<file path="config.mk">
export PLATFORM = sky130hd
export DESIGN_NAME = spike_rate_monitor_flat
export DESIGN_NICKNAME = d
export VERILOG_FILES = /design/src/rtl/spike_rate_monitor_if.sv /design/src/rtl/spike_rate_monitor.sv /design/src/flat_wrapper.sv
export SDC_FILE = /design/constraint.sdc
export NUM_CORES = 1
export LEC_CHECK = 0
export ABC_AREA = 1
export BUFFER_PORTS_ARGS = -buffer_cell sky130_fd_sc_hd__buf_4
export CAP_MARGIN = 20
export CORE_ASPECT_RATIO = 0.8
export CORE_MARGIN = 2
export CORE_UTILIZATION = 55
export DETAILED_ROUTE_END_ITERATION = 8
export GPL_TIMING_DRIVEN = 0
export PLACE_DENSITY = 0.77
export RECOVER_POWER = 100
export SETUP_SLACK_MARGIN = 0.02
export SLEW_MARGIN = 20
export SYNTH_ARGS = -nofsm -noshare
export SYNTH_HDL_FRONTEND = slang
export SYNTH_SLANG_ARGS = --single-unit
</file>
<file path="constraint.sdc">
create_clock -name clk -period 5.3 [get_ports clk]
set_input_delay 0.265 -clock clk [delete_from_list [all_inputs] [get_ports clk]]
set_output_delay 0.265 -clock clk [all_outputs]
set_load 0.1 [all_outputs]
</file>
<file path="src/rtl/spike_rate_monitor_if.sv">
// Result port of the spike rate monitor: a windowed spike count offered on a valid/ready handshake.
// The master side produces the result and the slave side consumes it.
interface spike_rate_monitor_if #(
    parameter int unsigned CNT_W = 8
);
    logic [CNT_W-1:0] rate_out;
    logic             rate_valid;
    logic             rate_ready;

    modport master (
        output rate_out,
        output rate_valid,
        input  rate_ready
    );

    modport slave (
        input  rate_out,
        input  rate_valid,
        output rate_ready
    );
endinterface

</file>
<file path="src/rtl/spike_rate_monitor.sv">
// Spike rate monitor: counts neuron spikes over back-to-back programmable windows and measures
// the most recent inter-spike interval.
// Optional burst detector enabled by defining SPIKE_RATE_MONITOR_BURST_EN.
module spike_rate_monitor #(
    parameter int unsigned WIN_W     = 8,
    parameter int unsigned CNT_W     = 8,
    parameter int unsigned ISI_W     = 8,
    parameter int unsigned BURST_ISI = 4
) (
    input  logic                 clk,
    input  logic                 rst,
    input  logic                 spike,
    input  logic                 enable,
    input  logic [WIN_W-1:0]     win_len,
    spike_rate_monitor_if.master rate_if,
    output logic                 overrun,
    output logic [ISI_W-1:0]     isi_out,
    output logic                 isi_valid,
    output logic                 burst
);

    typedef enum logic [0:0] {StIdle, StCount} state_e;

    localparam logic [WIN_W-1:0] WinOne = WIN_W'(1);
    localparam logic [CNT_W-1:0] CntOne = CNT_W'(1);
    localparam logic [ISI_W-1:0] IsiOne = ISI_W'(1);

    // A threshold the ISI counter can never reach would make the detector meaningless.
    if (BURST_ISI >= (64'd1 << ISI_W)) begin : g_bad_burst_isi
        $error("BURST_ISI does not fit in ISI_W bits");
    end

    state_e           state_q, state_d;
    logic [WIN_W-1:0] len_q, len_d;
    logic [WIN_W-1:0] cyc_q, cyc_d;
    logic [CNT_W-1:0] spk_q, spk_d;
    logic [CNT_W-1:0] rate_q, rate_d;
    logic             rate_valid_q, rate_valid_d;
    logic             overrun_q, overrun_d;
    logic [ISI_W-1:0] isi_cnt_q, isi_cnt_d;
    logic [ISI_W-1:0] isi_out_q, isi_out_d;
    logic             isi_valid_q, isi_valid_d;
    logic             isi_seen_q, isi_seen_d;

    logic [WIN_W-1:0] len_in;
    logic [CNT_W-1:0] spk_inc;
    logic             win_done;
    logic [CNT_W-1:0] win_result;

    // A zero window length is treated as a one-cycle window.
    assign len_in  = (win_len == '0) ? WinOne : win_len;
    // Spike count including this cycle's spike, saturating at all-ones.
    assign spk_inc = (spike && (spk_q != '1)) ? spk_q + CntOne : spk_q;

    // Window FSM state and counters.
    always_ff @(posedge clk) begin
        if (rst) begin
            state_q <= StIdle;
            len_q   <= '0;
            cyc_q   <= '0;
            spk_q   <= '0;
        end else begin
            state_q <= state_d;
            len_q   <= len_d;
            cyc_q   <= cyc_d;
            spk_q   <= spk_d;
        end
    end

    // Window sequencing: start, count, end-of-window result, abort on enable drop.
    always_comb begin
        state_d    = state_q;
        len_d      = len_q;
        cyc_d      = cyc_q;
        spk_d      = spk_q;
        win_done   = 1'b0;
        win_result = spk_q;
        unique case (state_q)
            StIdle: begin
                cyc_d = '0;
                spk_d = '0;
                if (enable) begin
                    len_d   = len_in;
                    state_d = StCount;
                end
            end
            StCount: begin
                if (cyc_q == len_q - WinOne) begin
                    // Last cycle of the window; its spike belongs to this result.
                    win_done   = 1'b1;
                    win_result = spk_inc;
                    cyc_d      = '0;
                    spk_d      = '0;
                    if (enable) begin
                        len_d = len_in;
                    end else begin
                        state_d = StIdle;
                    end
                end else if (!enable) begin
                    // Abort: the partial count is discarded.
                    state_d = StIdle;
                    cyc_d   = '0;
                    spk_d   = '0;
                end else begin
                    cyc_d = cyc_q + WinOne;
                    spk_d = spk_inc;
                end
            end
            default: state_d = StIdle;
        endcase
    end

    // Result port registers.
    always_ff @(posedge clk) begin
        if (rst) begin
            rate_q       <= '0;
            rate_valid_q <= 1'b0;
            overrun_q    <= 1'b0;
        end else begin
            rate_q       <= rate_d;
            rate_valid_q <= rate_valid_d;
            overrun_q    <= overrun_d;
        end
    end

    // Result handshake: a new result wins over acceptance; overwriting an unaccepted one is sticky.
    always_comb begin
        rate_d       = rate_q;
        rate_valid_d = rate_valid_q;
        overrun_d    = overrun_q;
        if (win_done) begin
            rate_d       = win_result;
            rate_valid_d = 1'b1;
            if (rate_valid_q && !rate_if.rate_ready) begin
                overrun_d = 1'b1;
            end
        end else if (rate_valid_q && rate_if.rate_ready) begin
            rate_valid_d = 1'b0;
        end
    end

    // Inter-spike interval registers.
    always_ff @(posedge clk) begin
        if (rst) begin
            isi_cnt_q   <= '0;
            isi_out_q   <= '0;
            isi_valid_q <= 1'b0;
            isi_seen_q  <= 1'b0;
        end else begin
            isi_cnt_q   <= isi_cnt_d;
            isi_out_q   <= isi_out_d;
            isi_valid_q <= isi_valid_d;
            isi_seen_q  <= isi_seen_d;
        end
    end

    // ISI counter runs regardless of window state; a spike reports it once a prior spike exists.
    always_comb begin
        isi_cnt_d   = (isi_cnt_q != '1) ? isi_cnt_q + IsiOne : isi_cnt_q;
        isi_out_d   = isi_out_q;
        isi_valid_d = 1'b0;
        isi_seen_d  = isi_seen_q;
        if (spike) begin
            isi_cnt_d  = IsiOne;
            isi_seen_d = 1'b1;
            if (isi_seen_q) begin
                isi_out_d   = isi_cnt_q;
                isi_valid_d = 1'b1;
            end
        end
    end

`ifdef SPIKE_RATE_MONITOR_BURST_EN
    localparam logic [ISI_W-1:0] BurstIsi = ISI_W'(BURST_ISI);

    logic burst_q, burst_d;

    // Burst flag register.
    always_ff @(posedge clk) begin
        if (rst) begin
            burst_q <= 1'b0;
        end else begin
            burst_q <= burst_d;
        end
    end

    // Burst follows each ISI update and times out once the gap grows past the threshold.
    always_comb begin
        burst_d = burst_q;
        if (spike && isi_seen_q) begin
            burst_d = (isi_cnt_q <= BurstIsi);
        end else if (!spike && (isi_cnt_q > BurstIsi)) begin
            burst_d = 1'b0;
        end
    end

    assign burst = burst_q;
`else
    assign burst = 1'b0;
`endif

    assign rate_if.rate_out   = rate_q;
    assign rate_if.rate_valid = rate_valid_q;
    assign overrun            = overrun_q;
    assign isi_out            = isi_out_q;
    assign isi_valid          = isi_valid_q;

endmodule

</file>
<file path="src/flat_wrapper.sv">
// flat-port wrapper written by rule: the top's interface ports become plain ports
module spike_rate_monitor_flat 
#(
    parameter int unsigned WIN_W     = 8,
    parameter int unsigned CNT_W     = 8,
    parameter int unsigned ISI_W     = 8,
    parameter int unsigned BURST_ISI = 4
)
  (clk, rst, spike, enable, win_len, overrun, isi_out, isi_valid, burst, rate_if_rate_out, rate_if_rate_valid, rate_if_rate_ready);
  spike_rate_monitor_if #(.CNT_W(CNT_W)) rate_if_i ();
  input  logic clk;
  input  logic rst;
  input  logic spike;
  input  logic enable;
  input  logic [WIN_W-1:0] win_len;
  output logic overrun;
  output logic [ISI_W-1:0] isi_out;
  output logic isi_valid;
  output logic burst;
  output wire logic [$bits(rate_if_i.rate_out)-1:0] rate_if_rate_out;
  output wire logic [$bits(rate_if_i.rate_valid)-1:0] rate_if_rate_valid;
  input wire logic [$bits(rate_if_i.rate_ready)-1:0] rate_if_rate_ready;
  assign rate_if_rate_out = rate_if_i.rate_out;
  assign rate_if_rate_valid = rate_if_i.rate_valid;
  assign rate_if_i.rate_ready = rate_if_rate_ready;
  spike_rate_monitor #(.WIN_W(WIN_W), .CNT_W(CNT_W), .ISI_W(ISI_W), .BURST_ISI(BURST_ISI)) u_core (.clk(clk), .rst(rst), .spike(spike), .enable(enable), .win_len(win_len), .rate_if(rate_if_i), .overrun(overrun), .isi_out(isi_out), .isi_valid(isi_valid), .burst(burst));
endmodule
</file>
**Yosys cells after proc, flatten, opt, wreduce, memory -nomap -nowiden**

Index checks and enable logic that the tools add are counted.

- Register bits: 53
- Input bits: 13
- Logic and storage cells: 54

- Add/subtract/negate cells: 4
- Equality and inequality tests: 4
- Multiplexer cells: 21
- Bitwise logic cells: 2
- Reductions and logical operators: 11

Operators with widths:

| kind | count |
|---|---|
| two-way mux 8 bit | 10 |
| one-hot mux 8 bit (2 select lines) | 3 |
| adder 8 x 1 -> 8 bit, second input constant | 3 |
| != test 8 bit, second input constant | 2 |
| == test 8 bit | 1 |
| logical NOT 8 bit | 1 |
| two-way mux 1 bit | 8 |
| subtractor 8 x 1 -> 8 bit, second input constant | 1 |
| AND reduction 2 bit | 2 |
| nonzero test 2 bit | 2 |
| OR reduction 2 bit | 2 |
| logical AND 1 bit | 3 |
| != test 2 bit, second input constant | 1 |
| NOT 1 bit | 2 |
| logical NOT 1 bit | 1 |

**Logic depth before layout (Yosys ltp)**

Gate-level depths: netlist of run 1.

- Depth after elaboration: 6
- Mapped depth: 15
- Depth with buffers taken out: 14

**Worst setup path after synthesis of run 1**

OpenSTA, ideal clock, no wires.

- Path kind: reg-to-reg
- From: reg u_core.len_q[0]
- To: reg u_core.len_q[6]
- Library setup time: 0.115 ns
- Arrival: 1.588 ns
- Data required time: 5.185 ns
- Slack: 3.597 ns
- Cell stages (with the launch flop): 15
- Clock period less this slack: 1.703 ns
- Cell sequence: dfxtp_1 > inv_1 > ha_1 > inv_1 > nand2_1 > nand2_1 > nor2_1 > nand4_1 > nor2_1 > nand2_2 > nand2_4 > buf_6 > nand3_1 > nand2_1 > nor2_1

- Word-level cells in the longest chain between the ends: 3

RTL lines:

| element | line | text |
|---|---|---|
| start: declaration | spike_rate_monitor.sv:34 | `logic [WIN_W-1:0] len_q, len_d;` |
| start signal: assignment | spike_rate_monitor.sv:64 | `len_q <= len_d;` |
| subtractor 8 x 1 -> 8 bit | spike_rate_monitor.sv:88 | `if (cyc_q == len_q - WinOne) begin` |
| == test 8 bit | spike_rate_monitor.sv:88 |  |
| != test 2 bit (no source line) | -- |  |

Every way passes these cells.
A chain may end at the register's enable or synchronous reset.

**Worst setup path after layout of run 1**

- From: reg u_core.len_q[0]
- To: reg u_core.len_q[5]

Same word-level chain as after synthesis.

==> qor.yml, run 1 <==
clock_tree:
  cts_setup_buffers: 0
  clockBufferDepth: 2
  clock_latency_ps: 310
  cts_tree: "built"
  ctsRootBufferMaster: "clkbuf_8"
  cts_buffers: 5
  htreeDepth: 2
  hold_buffers: 0
  cts.clk_slew.worst_paths_ps: 90
  cts-resized-gates: 0
  cts_sinks: 53
synth:
  synth_async_sr_flop_share_pct: 0
  yosys.area.top_type: "dfxtp_1"
  ys_top_cells_by_area: "dfxtp_1 (43%), nand2_1 (10%), inv_1 (9.2%)"
  yosysWarningCount: 0
  yosysTopAreaCellShare_pct: 42.7
  ys_types: 30
  syn_area_per_cell_um2: 6.95
  synth_edf_count: 0
  ys.flop_type: "dfxtp_1"
  ys_seq_elements: 53
  synthCells: 358
  syn_area_um2: 2490
  syn_nets: 375
  ys_seq_area_share_pct: 42.7
setup_path:
  critPathTopFamily: "simple AND/OR/NAND/NOR gates"
  critPathMaxStageDelay_ps: 380
  crit_required_ps: 5500
  cp_slowest_cell: "clkbuf_1"
  critPathKind: "flip-flop to flip-flop"
  path_buf_inv: 3
  critPathMaxFanout: 10
  worstSetupEndpointType: "flip-flop"
  cp_common_cell: "nand2_1"
  cp_data_arrival_time_ps: 2500
  cp_cell_sequence: "inv_1 > ha_1 > inv_1 > nand2_1 > nand2_1 > nor2_1 > nand4_1 > nor2_1 > nand2_1 > nand2_1 > clkbuf_1 > nand3_1 > nand2_1 > nor2_1"
  startpoint_type: "flip-flop"
placement:
  port_buffers: 30
  dp_cells: 445
  dp_hpwl_um: 3750
  gp_congestion: 0.892
  preCtsSetupSlack_ps: 3300
route:
  via_count: 2178
  drtIter0Drc: 119
  postRouteAntennaNets: 0
  wire_per_inst_um: 11.0
  via_per_inst: 4.81
  wirelength_um: 4990
  drt_drc_violations_left: 0
  dr.pass1.iters: 4
  wl_met1_um: 2560
  wl_met2_um: 2130
  dr_wl_met3_um: 258
  routed.top_layer: "met4"
global_route:
  antenna_found_initial: 0
  grt_overflow_total: 0
  grt_max_degree: 16
  grt_pass1_vias: 2031
  grtUsageTotal_pct: 22.3
  grt_pass1_wl_um: 8860
run:
  cap_viol_max_count: 0
sta:
  fin_crit_sh_pct: 43.2
  post-route-min-period_ps: 2290
  setup_slack_ps: 3010
  tightest_slew_ps: 1200
  tns_ps: 0
  worst_hold_slack_ps: 164
  rsz0062_at_grt: "no"
  setup_violations: 0
  max_freq_mhz: 436
  timing.final.hold_violations: 0
  finalMaxSlewViolations: 0
  fin_skew_ps: 17.1
  max_slew_margin_pct: 20.2
layout:
  fin_nets: 412
  fill_cells: 405
  area_growth_pct: 12.6
  drive_gt1_share_pct: 5.56
  post-route-util_pct: 65.8
  ff_latch_area_um2: 1060
  antenna_cells: 0
  multi_input_area_um2: 1130
  stdcell_count: 453
power_and_ir_drop:
  p_per_area_nw_per_um2: 289
  leakage_nw: 1.25
  vdd_drop_max_mv: 0.169
die:
  initial_core_util_pct: 58.4
  die_y_um: 64.2
  rows: 21
  die_x_um: 79.2
  core_area_um2: 4260
  die-area_um2: 5080
  io_pins: 33
min_path:
  hold_class: "primary input to flip-flop"
run_status:
  outcome: "complete, no violations"
## cells by family after synthesis
group           count (synthesis)  share of synthesized area, %
flops                          53                          42.7
other cells                     1                         0.151
mux                             1                         0.402
compound gates                 44                          9.10
xor+xnor                       15                          5.28
simple gates                  169                          29.1
fa+ha+maj                       4                          2.01
buf+inv                        71                          11.3
## path summary, 6_finish.rpt
check                                                 startpoint                                endpoint  slack, ps  depth (start not counted)
worst max-delay path                u_core.len_q[0]$_SDFFE_PP0P_            u_core.len_q[5]$_SDFFE_PP0P_       3010                         14
worst min-delay path                                         rst  u_core.rate_if.rate_valid$_SDFFE_PP0P_        160                          2
worst max register to register      u_core.len_q[0]$_SDFFE_PP0P_            u_core.len_q[5]$_SDFFE_PP0P_       3010                         14
worst min register to register  u_core.isi_cnt_q[3]$_SDFFE_PP0P_        u_core.isi_cnt_q[3]$_SDFFE_PP0P_        490                          1
## report_power, final
part	switching (W)	leakage (nW)	total, W	internal [W]
clock	0.000129	0.0585	0.000283	0.000154
sequential	0.00000971	0.431	0.000419	0.000409
combinational	0.0000769	0.764	0.000108	0.0000312
## cells in the final DEF, fill, tap and decap left out, types with 2 or more instances in the layout
cell type and count:
xnor2_1 5, nand4_1 4, a21oi_1 26, nor3_1 8, dfxtp_1 53, nor3b_1 2
clkbuf_1 26, o21ai_0 14, clkbuf_8 6, nor2_1 54, buf_4 12, nand2_1 71
nand3_1 25, inv_1 61, xor2_1 10, nor4_1 3, ha_1 4
## per-stage QoR
step / instance area, um^2 / total power (W)
3_3_place_gp: 2780 / 0.000540
6_report: 2800 / 0.000810
3_5_place_dp: 2780 / 0.000542
4_1_cts: 2900 / 0.000822
5_1_grt: 2800 / 0.000848
2_1_floorplan: 2490 / 0.000515
## cell usage after synthesis (2+ instances only)
cell,n
a21oi_1,26
buf_2,3
clkbuf_1,3
dfxtp_1,53
ha_1,4
inv_1,61
nand2_1,69
nand2_2,2
nand3_1,24
nand4_1,4
nor2_1,53
nor2_2,2
nor3_1,8
nor3b_1,2
nor4_1,3
o21ai_0,14
xnor2_1,5
xor2_1,10
## layer usage
metal,vias up,track usage [%]
met4,0,7.54
met1,947,31.5
met5,-,0
met3,4,6.07
met2,43,32.7
li1,1184,-
## flip-flops by register name, summed over array words and instances (netlist names), 8 cells and up
signal                   count
u_core.isi_out               8
u_core.isi_cnt_q             8
u_core.rate_if.rate_out      8
u_core.cyc_q                 8
u_core.spk_q                 8
u_core.len_q                 8
## area by class of cell
class                           count  share of cell area (%)
Inverter                           62                    8.31
Buffer                              9                    1.38
Tap cell                           57                    2.55
Clock inverter                      1                    1.07
Timing Repair Buffer               30                    5.49
Clock buffer                        7                    3.08
Sequential cell                    53                    37.9
Multi-Input combinational cell    234                    40.2
Note: power is estimated with default switching activity, not from simulation.
==> run 2, diff against run 1 <==
Clock period 5.3 ns to 2.26 ns, I/O delays scaled along.
==> run 2 against run 1 <==
  * Sequential share of layout area fell by 0.34 points
  * Cell count unchanged
  * Global-route usage stayed put
  * Fmax grew 13%
  * Clock-buffer cell count unchanged
  * Wire length increased by 0.12%
  * Largest cell class unchanged
==> qor.yml, run 2 (synthesis gave the netlist of run 1 again) <==
run_status:
  outcome: "complete, no violations"
setup_path:
  r2r_end: "u_core.spk_q[0]$_SDFF_PP0_"
  rrSetupSlack_ps: 230  # -2780 ps
  startpoint_type: "flip-flop"
  critPathKind: "flip-flop to flip-flop"
  critPathMaxFanout: 10  # unchanged
  worst_r2r_path_depth: 12  # -2
  worstSetupEndpointType: "flip-flop"
  r2r-start: "u_core.len_q[0]$_SDFFE_PP0P_"
  cp_data_arrival_time_ps: 2220  # -280 ps
  crit_required_ps: 2450  # -3050 ps
sta:
  tns_ps: 0  # unchanged
  finalMaxSlewViolations: 0  # unchanged
  timing.final.hold_violations: 0  # unchanged
  fin_crit_sh_pct: 89.9  # +47 points
  rsz0062_at_grt: "no"
  tightest_slew_ps: 1210  # +3.08 ps
  setup_violations: 0  # unchanged
  max_freq_mhz: 492  # +13%
  post-route-min-period_ps: 2030  # -259 ps
  max_slew_margin_pct: 20.0  # -0.20 points
  worst_hold_slack_ps: 9.71  # -154 ps
  setup_slack_ps: 228  # -2780 ps
  fin_skew_ps: 15.6  # -1.44 ps
global_route:
  grt_pass1_wl_um: 8860  # unchanged
  grt_pass1_vias: 2031  # unchanged
  grt_max_degree: 16  # unchanged
  grt_overflow_total: 0  # unchanged
  grtUsageTotal_pct: 22.3  # unchanged
  antenna_found_initial: 0  # unchanged
min_path:
  hold_class: "primary input to flip-flop"
  min_to: "u_core.rate_if.rate_valid$_SDFFE_PP0P_"
  whs_path_depth: 2  # unchanged
  min_from: "rst"
die:
  die_x_um: 79.2  # unchanged
  rows: 21  # unchanged
  initial_core_util_pct: 58.4  # unchanged
  core_area_um2: 4260  # unchanged
  die-area_um2: 5080  # unchanged
  io_pins: 33  # unchanged
  die_y_um: 64.2  # unchanged
layout:
  stdcell_count: 453  # unchanged
  area_growth_pct: 13.6
  layout_commonest_cell: "nand2_1"
  final_cell_mix: "nand2_1 (70), inv_1 (61), nor2_1 (53), dfxtp_1 (53), a21oi_1 (26)"
  fin_nets: 412  # unchanged
  drive_gt1_share_pct: 7.07  # +1.5 points
  antenna_cells: 0  # unchanged
  fill_cells: 397  # -2.0%
clock_tree:
  clock_latency_ps: 310  # about the same
  cts-resized-gates: 0  # unchanged
  cts_sinks: 53  # unchanged
  ctsRootBufferMaster: "clkbuf_8"
  cts_buffers: 5  # unchanged
  cts.clk_slew.worst_paths_ps: 90  # about the same
  cts_setup_buffers: 0  # unchanged
  hold_buffers: 0  # unchanged
  clockBufferDepth: 2  # unchanged
  cts_tree: "built"
  htreeDepth: 2  # unchanged
route:
  drt_drc_violations_left: 0  # unchanged
  drtIter0Drc: 106  # -11%
  via_count: 2178  # unchanged
  wire_per_inst_um: 11.0  # +0.12%
  postRouteAntennaNets: 0  # unchanged
  via_per_inst: 4.81  # unchanged
  dr.pass1.iters: 4  # unchanged
  wirelength_um: 5000  # +0.12%
power_and_ir_drop:
  p_comb_share_pct: 13.6  # +0.3 points
  clock_power_share_pct: 34.9  # about the same
  vdd_drop_max_mv: 0.394  # +130%
  switching_power_w: 0.000507  # +140%
  p_per_area_nw_per_um2: 674  # +130%
  switching_share_pct: 26.6  # about the same
  p_seq_share_pct: 51.6  # about the same
  p_int_w: 0.00140  # +140%
  leakage_nw: 1.26  # +0.81%
placement:
  gp_congestion: 0.892  # unchanged
  dp_hpwl_um: 3750  # unchanged
  preCtsSetupSlack_ps: 260  # -3040 ps
  port_buffers: 30  # unchanged
  dp_cells: 445  # unchanged
run:
  cap_viol_max_count: 0  # unchanged
run 2: cell types whose count changed in the layout (fill, tap and decap cells not counted), sizes merged:
cell	before	now
buf	14	16
clkbuf	32	30
run 2: worst max-delay path by stage:
stage / from / endpoint / slack, ps / depth (start not counted)
after floorplan: u_core.len_q[0]$_SDFFE_PP0P_ / u_core.len_q[6]$_SDFFE_PP0P_ / 560 / 14
after global placement: u_core.len_q[0]$_SDFFE_PP0P_ / u_core.cyc_q[7]$_SDFF_PP0_ / 280 / 12
after detailed placement: u_core.len_q[0]$_SDFFE_PP0P_ / u_core.cyc_q[6]$_SDFF_PP0_ / 260 / 12
after CTS: u_core.len_q[0]$_SDFFE_PP0P_ / u_core.spk_q[0]$_SDFF_PP0_ / 240 / 12
after global routing: u_core.len_q[0]$_SDFFE_PP0P_ / u_core.spk_q[3]$_SDFF_PP0_ / 20 / 12
final: u_core.len_q[0]$_SDFFE_PP0P_ / u_core.spk_q[0]$_SDFF_PP0_ / 230 / 12
run 2: area by class of cell:
| cell class | instances | area [um^2] | area share, % |
|---|---|---|---|
| buffer | 9 | 48.8 | 1.73 |
| clock buffer | 7 | 86.3 | 3.05 |
| clock inverter | 1 | 30.0 | 1.06 |
| inverter | 62 | 233 | 8.23 |
| multi-input combinational | 234 | 1140 | 40.4 |
| sequential | 53 | 1060 | 37.5 |
| tap | 57 | 71.3 | 2.52 |
| timing repair buffer | 30 | 154 | 5.44 |
run 2: power by group through the flow:
stage                     sequential, W  clock, W  combinational [W]
after global routing           0.000987  0.000719           0.000288
after detailed placement        0.00100         0           0.000267
after floorplan                 0.00107         0           0.000141
after global placement          0.00100         0           0.000264
final                          0.000982  0.000664           0.000258
after CTS                      0.000983  0.000676           0.000268
run 2: stage by stage:
| stage | power, W | util, % | area, um^2 |
|---|---|---|---|
| finish | 0.00190 | 66.4 | 2830 |
| global placement | 0.00127 | 65.4 | 2780 |
| detailed placement | 0.00127 | 65.4 | 2780 |
| CTS | 0.00193 | 68.1 | 2900 |
| floorplan | 0.00121 | - | 2490 |
| global route | 0.00199 | 66.4 | 2830 |
run 2: critical path, stage by stage (launching register included):
cell	delay [ps]
dfxtp_1	360
inv_1	110
ha_1	320
inv_1	40
nand2_1	50
nand2_1	40
nor2_1	110
nand4_1	100
nor2_1	140
nand2_1	130
nand3_2	180
buf_2	260
nor2_1	60
run 2: per-layer routing:
metal | vias up | global-route usage [%] | routed length, um
met5 | - | 0 | 0
met4 | 0 | 7.54 | 41
met3 | 4 | 6.07 | 261
met2 | 42 | 32.7 | 2140
met1 | 944 | 31.5 | 2550
li1 | 1188 | - | -
==> run 3, diff against run 2 <==
Settings changed: BUFFER_PORTS_ARGS -buffer_cell sky130_fd_sc_hd__buf_4 to -buffer_cell sky130_fd_sc_hd__buf_2.
==> run 3 against run 2 <==
  * Design area decreased by 1.3%
  * Register-to-register slack gained 40 ps
  * Via count rose by 0.51%
  * Die area stayed put
  * Flip-flop and latch count stayed put
  * Clock-buffer cell count down 2
  * Global-route usage decreased by 1.4 points
  * Sequential power barely moved
  * First-iteration DRC count decreased by 4.7%
  * Critical path type unchanged
  * Largest cell class unchanged
  * Largest power group unchanged
  * Highest routed layer unchanged
==> qor.yml, run 3 (synthesis gave the netlist of run 1 again) <==
sta:
  setup_violations: 0  # unchanged
  tightest_slew_ps: 1190  # -14.1 ps
  finalMaxSlewViolations: 0  # unchanged
  tns_ps: 0  # unchanged
  post-route-min-period_ps: 1990  # -43.6 ps
  timing.final.hold_violations: 0  # unchanged
  setup_slack_ps: 272  # +43.6 ps
  rsz0062_at_grt: "yes"
  max_freq_mhz: 503  # +2.2%
  fin_crit_sh_pct: 88.0  # -1.9 points
  max_slew_margin_pct: 20.9  # +0.94 points
  fin_skew_ps: 5.70  # -9.92 ps
power_and_ir_drop:
  switching_power_w: 0.000495  # -2.4%
  switching_share_pct: 26.8  # +0.16 points
  p_comb_share_pct: 13.7  # about the same
  clock_power_share_pct: 33.1  # -1.8 points
  p_per_area_nw_per_um2: 662  # -1.7%
  p_seq_share_pct: 53.2  # +1.6 points
  vdd_drop_max_mv: 0.454  # +15%
  leakage_nw: 1.25  # -0.71%
  p_int_w: 0.00135  # -3.2%
setup_path:
  critPathKind: "flip-flop to flip-flop"
  startpoint_type: "flip-flop"
  worstSetupEndpointType: "flip-flop"
  cp_data_arrival_time_ps: 2180  # -40 ps
  rrSetupSlack_ps: 270  # +40 ps
  r2r_end: "u_core.spk_q[0]$_SDFF_PP0_"
  worst_r2r_path_depth: 12  # unchanged
  critPathMaxFanout: 10  # unchanged
  crit_required_ps: 2450  # about the same
  critPathLaunch: "u_core.len_q[0]$_SDFFE_PP0P_"
  crit_end: "u_core.spk_q[0]$_SDFF_PP0_"
  r2r-start: "u_core.len_q[0]$_SDFFE_PP0P_"
die:
  initial_core_util_pct: 58.4  # unchanged
  die_y_um: 64.2  # unchanged
  die-area_um2: 5080  # unchanged
  io_pins: 33  # unchanged
  rows: 21  # unchanged
  die_x_um: 79.2  # unchanged
  core_area_um2: 4260  # unchanged
clock_tree:
  htreeDepth: 2  # unchanged
  ctsRootBufferMaster: "clkbuf_8"
  cts.clk_slew.worst_paths_ps: 90  # about the same
  cts_setup_buffers: 0  # unchanged
  cts_sinks: 53  # unchanged
  clock_latency_ps: 300  # about the same
  cts_tree: "built"
  cts-resized-gates: 0  # unchanged
  cts_buffers: 5  # unchanged
  hold_buffers: 0  # unchanged
  clockBufferDepth: 2  # unchanged
run:
  cap_viol_max_count: 0  # unchanged
route:
  via_count: 2189  # +0.51%
  wirelength_um: 4820  # -3.6%
  dr.pass1.iters: 4  # unchanged
  drtIter0Drc: 101  # -4.7%
  drt_drc_violations_left: 0  # unchanged
  via_per_inst: 4.84  # +0.73%
  postRouteAntennaNets: 0  # unchanged
  wire_per_inst_um: 10.7  # -3.4%
layout:
  ff_latch_area_um2: 1060  # unchanged
  fill_cells: 394  # -0.76%
  area_growth_pct: 12.1
  fin_nets: 412  # unchanged
  final_cell_mix: "nand2_1 (70), inv_1 (61), nor2_1 (53), dfxtp_1 (53), a21oi_1 (26)"
  antenna_cells: 0  # unchanged
  layout_commonest_cell: "nand2_1"
  drive_gt1_share_pct: 7.34  # +0.27 points
  multi_input_area_um2: 1140  # unchanged
global_route:
  grt_overflow_total: 0  # unchanged
  antenna_found_initial: 0  # unchanged
  grt_pass1_vias: 1945  # -4.2%
  grt_max_degree: 16  # unchanged
  grtUsageTotal_pct: 20.8  # -1.4 points
  grt_pass1_wl_um: 8400  # -5.2%
placement:
  gp_congestion: 0.879  # -1.4%
  preCtsSetupSlack_ps: 255  # -5.73 ps
  dp_hpwl_um: 3610  # -3.7%
  port_buffers: 30  # unchanged
run_status:
  outcome: "complete, no violations"
min_path:
  hold_class: "primary input to flip-flop"
## run 3: changes by cell type in the layout (fill, tap and decap cells not counted)
| cell | change |
|---|---|
| clkinv_2 | +1 |
| clkinv_1 | -1 |
| clkbuf_8 | -1 |
| inv_2 | +1 |
| clkbuf_1 | -1 |
| buf_2 | +10 |
| buf_4 | -11 |
| clkbuf_4 | +1 |
## run 3: power groups by stage
stage / clock network (W) / registers [W] / logic (W)
after CTS: 0.000622 / 0.000982 / 0.000257
after detailed placement: 0 / 0.00100 / 0.000257
final: 0.000612 / 0.000982 / 0.000253
after global routing: 0.000663 / 0.000986 / 0.000284
after floorplan: 0 / 0.00107 / 0.000141
after global placement: 0 / 0.00100 / 0.000253
## run 3: layout make-up
class	count	share of cell area, %
multi-input cells	234	41.0
flip-flops and latches	53	38.0
inverters	62	8.34
repair buffers	30	4.53
well taps	57	2.56
clock buffers	5	2.47
plain buffers	9	1.84
clock inverters	2	1.26
## run 3: worst min path at each step
stage,from,to,slack [ps],depth (start not counted)
6_report,rst,u_core.isi_cnt_q[0]$_SDFFE_PP0P_,60,2
5_1_grt,rst,u_core.isi_cnt_q[0]$_SDFFE_PP0P_,50,2
4_1_cts,rst,u_core.isi_cnt_q[0]$_SDFFE_PP0P_,50,2
3_5_place_dp,rst,u_core.isi_cnt_q[0]$_SDFFE_PP0P_,370,2
3_3_place_gp,rst,u_core.isi_cnt_q[0]$_SDFFE_PP0P_,370,2
2_1_floorplan,rst,u_core.isi_cnt_q[0]$_SDFFE_PP0P_,180,1
## run 3: layer usage
metal  GRT usage [%]  vias to the layer above  share of wire (%)
met3            4.38                        7                3.8
li1                -                     1182                  -
met5               0                        -                  0
met4            8.19                        0                1.0
met1            28.3                      963                 54
met2            32.5                       37                 41
## run 3: metrics by stage
stage | hold WS (ps) | area, um^2 | instances | util [%] | total power [W]
after detailed placement | 375 | 2710 | 445 | 63.6 | 0.00126
after global routing | 46.7 | 2790 | 452 | 65.5 | 0.00193
after floorplan | 182 | 2490 | 358 | - | 0.00121
after global placement | 370 | 2710 | 445 | 63.6 | 0.00126
final | 56.1 | 2790 | 452 | 65.5 | 0.00185
after CTS | 45.6 | 2810 | 452 | 66.1 | 0.00186
## run 3: critical path, stage by stage, from the launching register on
cell      delay, ps
dfxtp_1         360
inv_1           110
ha_1            320
inv_1            40
nand2_1          50
nand2_1          40
nor2_1          100
nand4_1         100
nor2_1          140
nand2_1         140
nand3_2         170
clkbuf_4        240
nor2_1           60
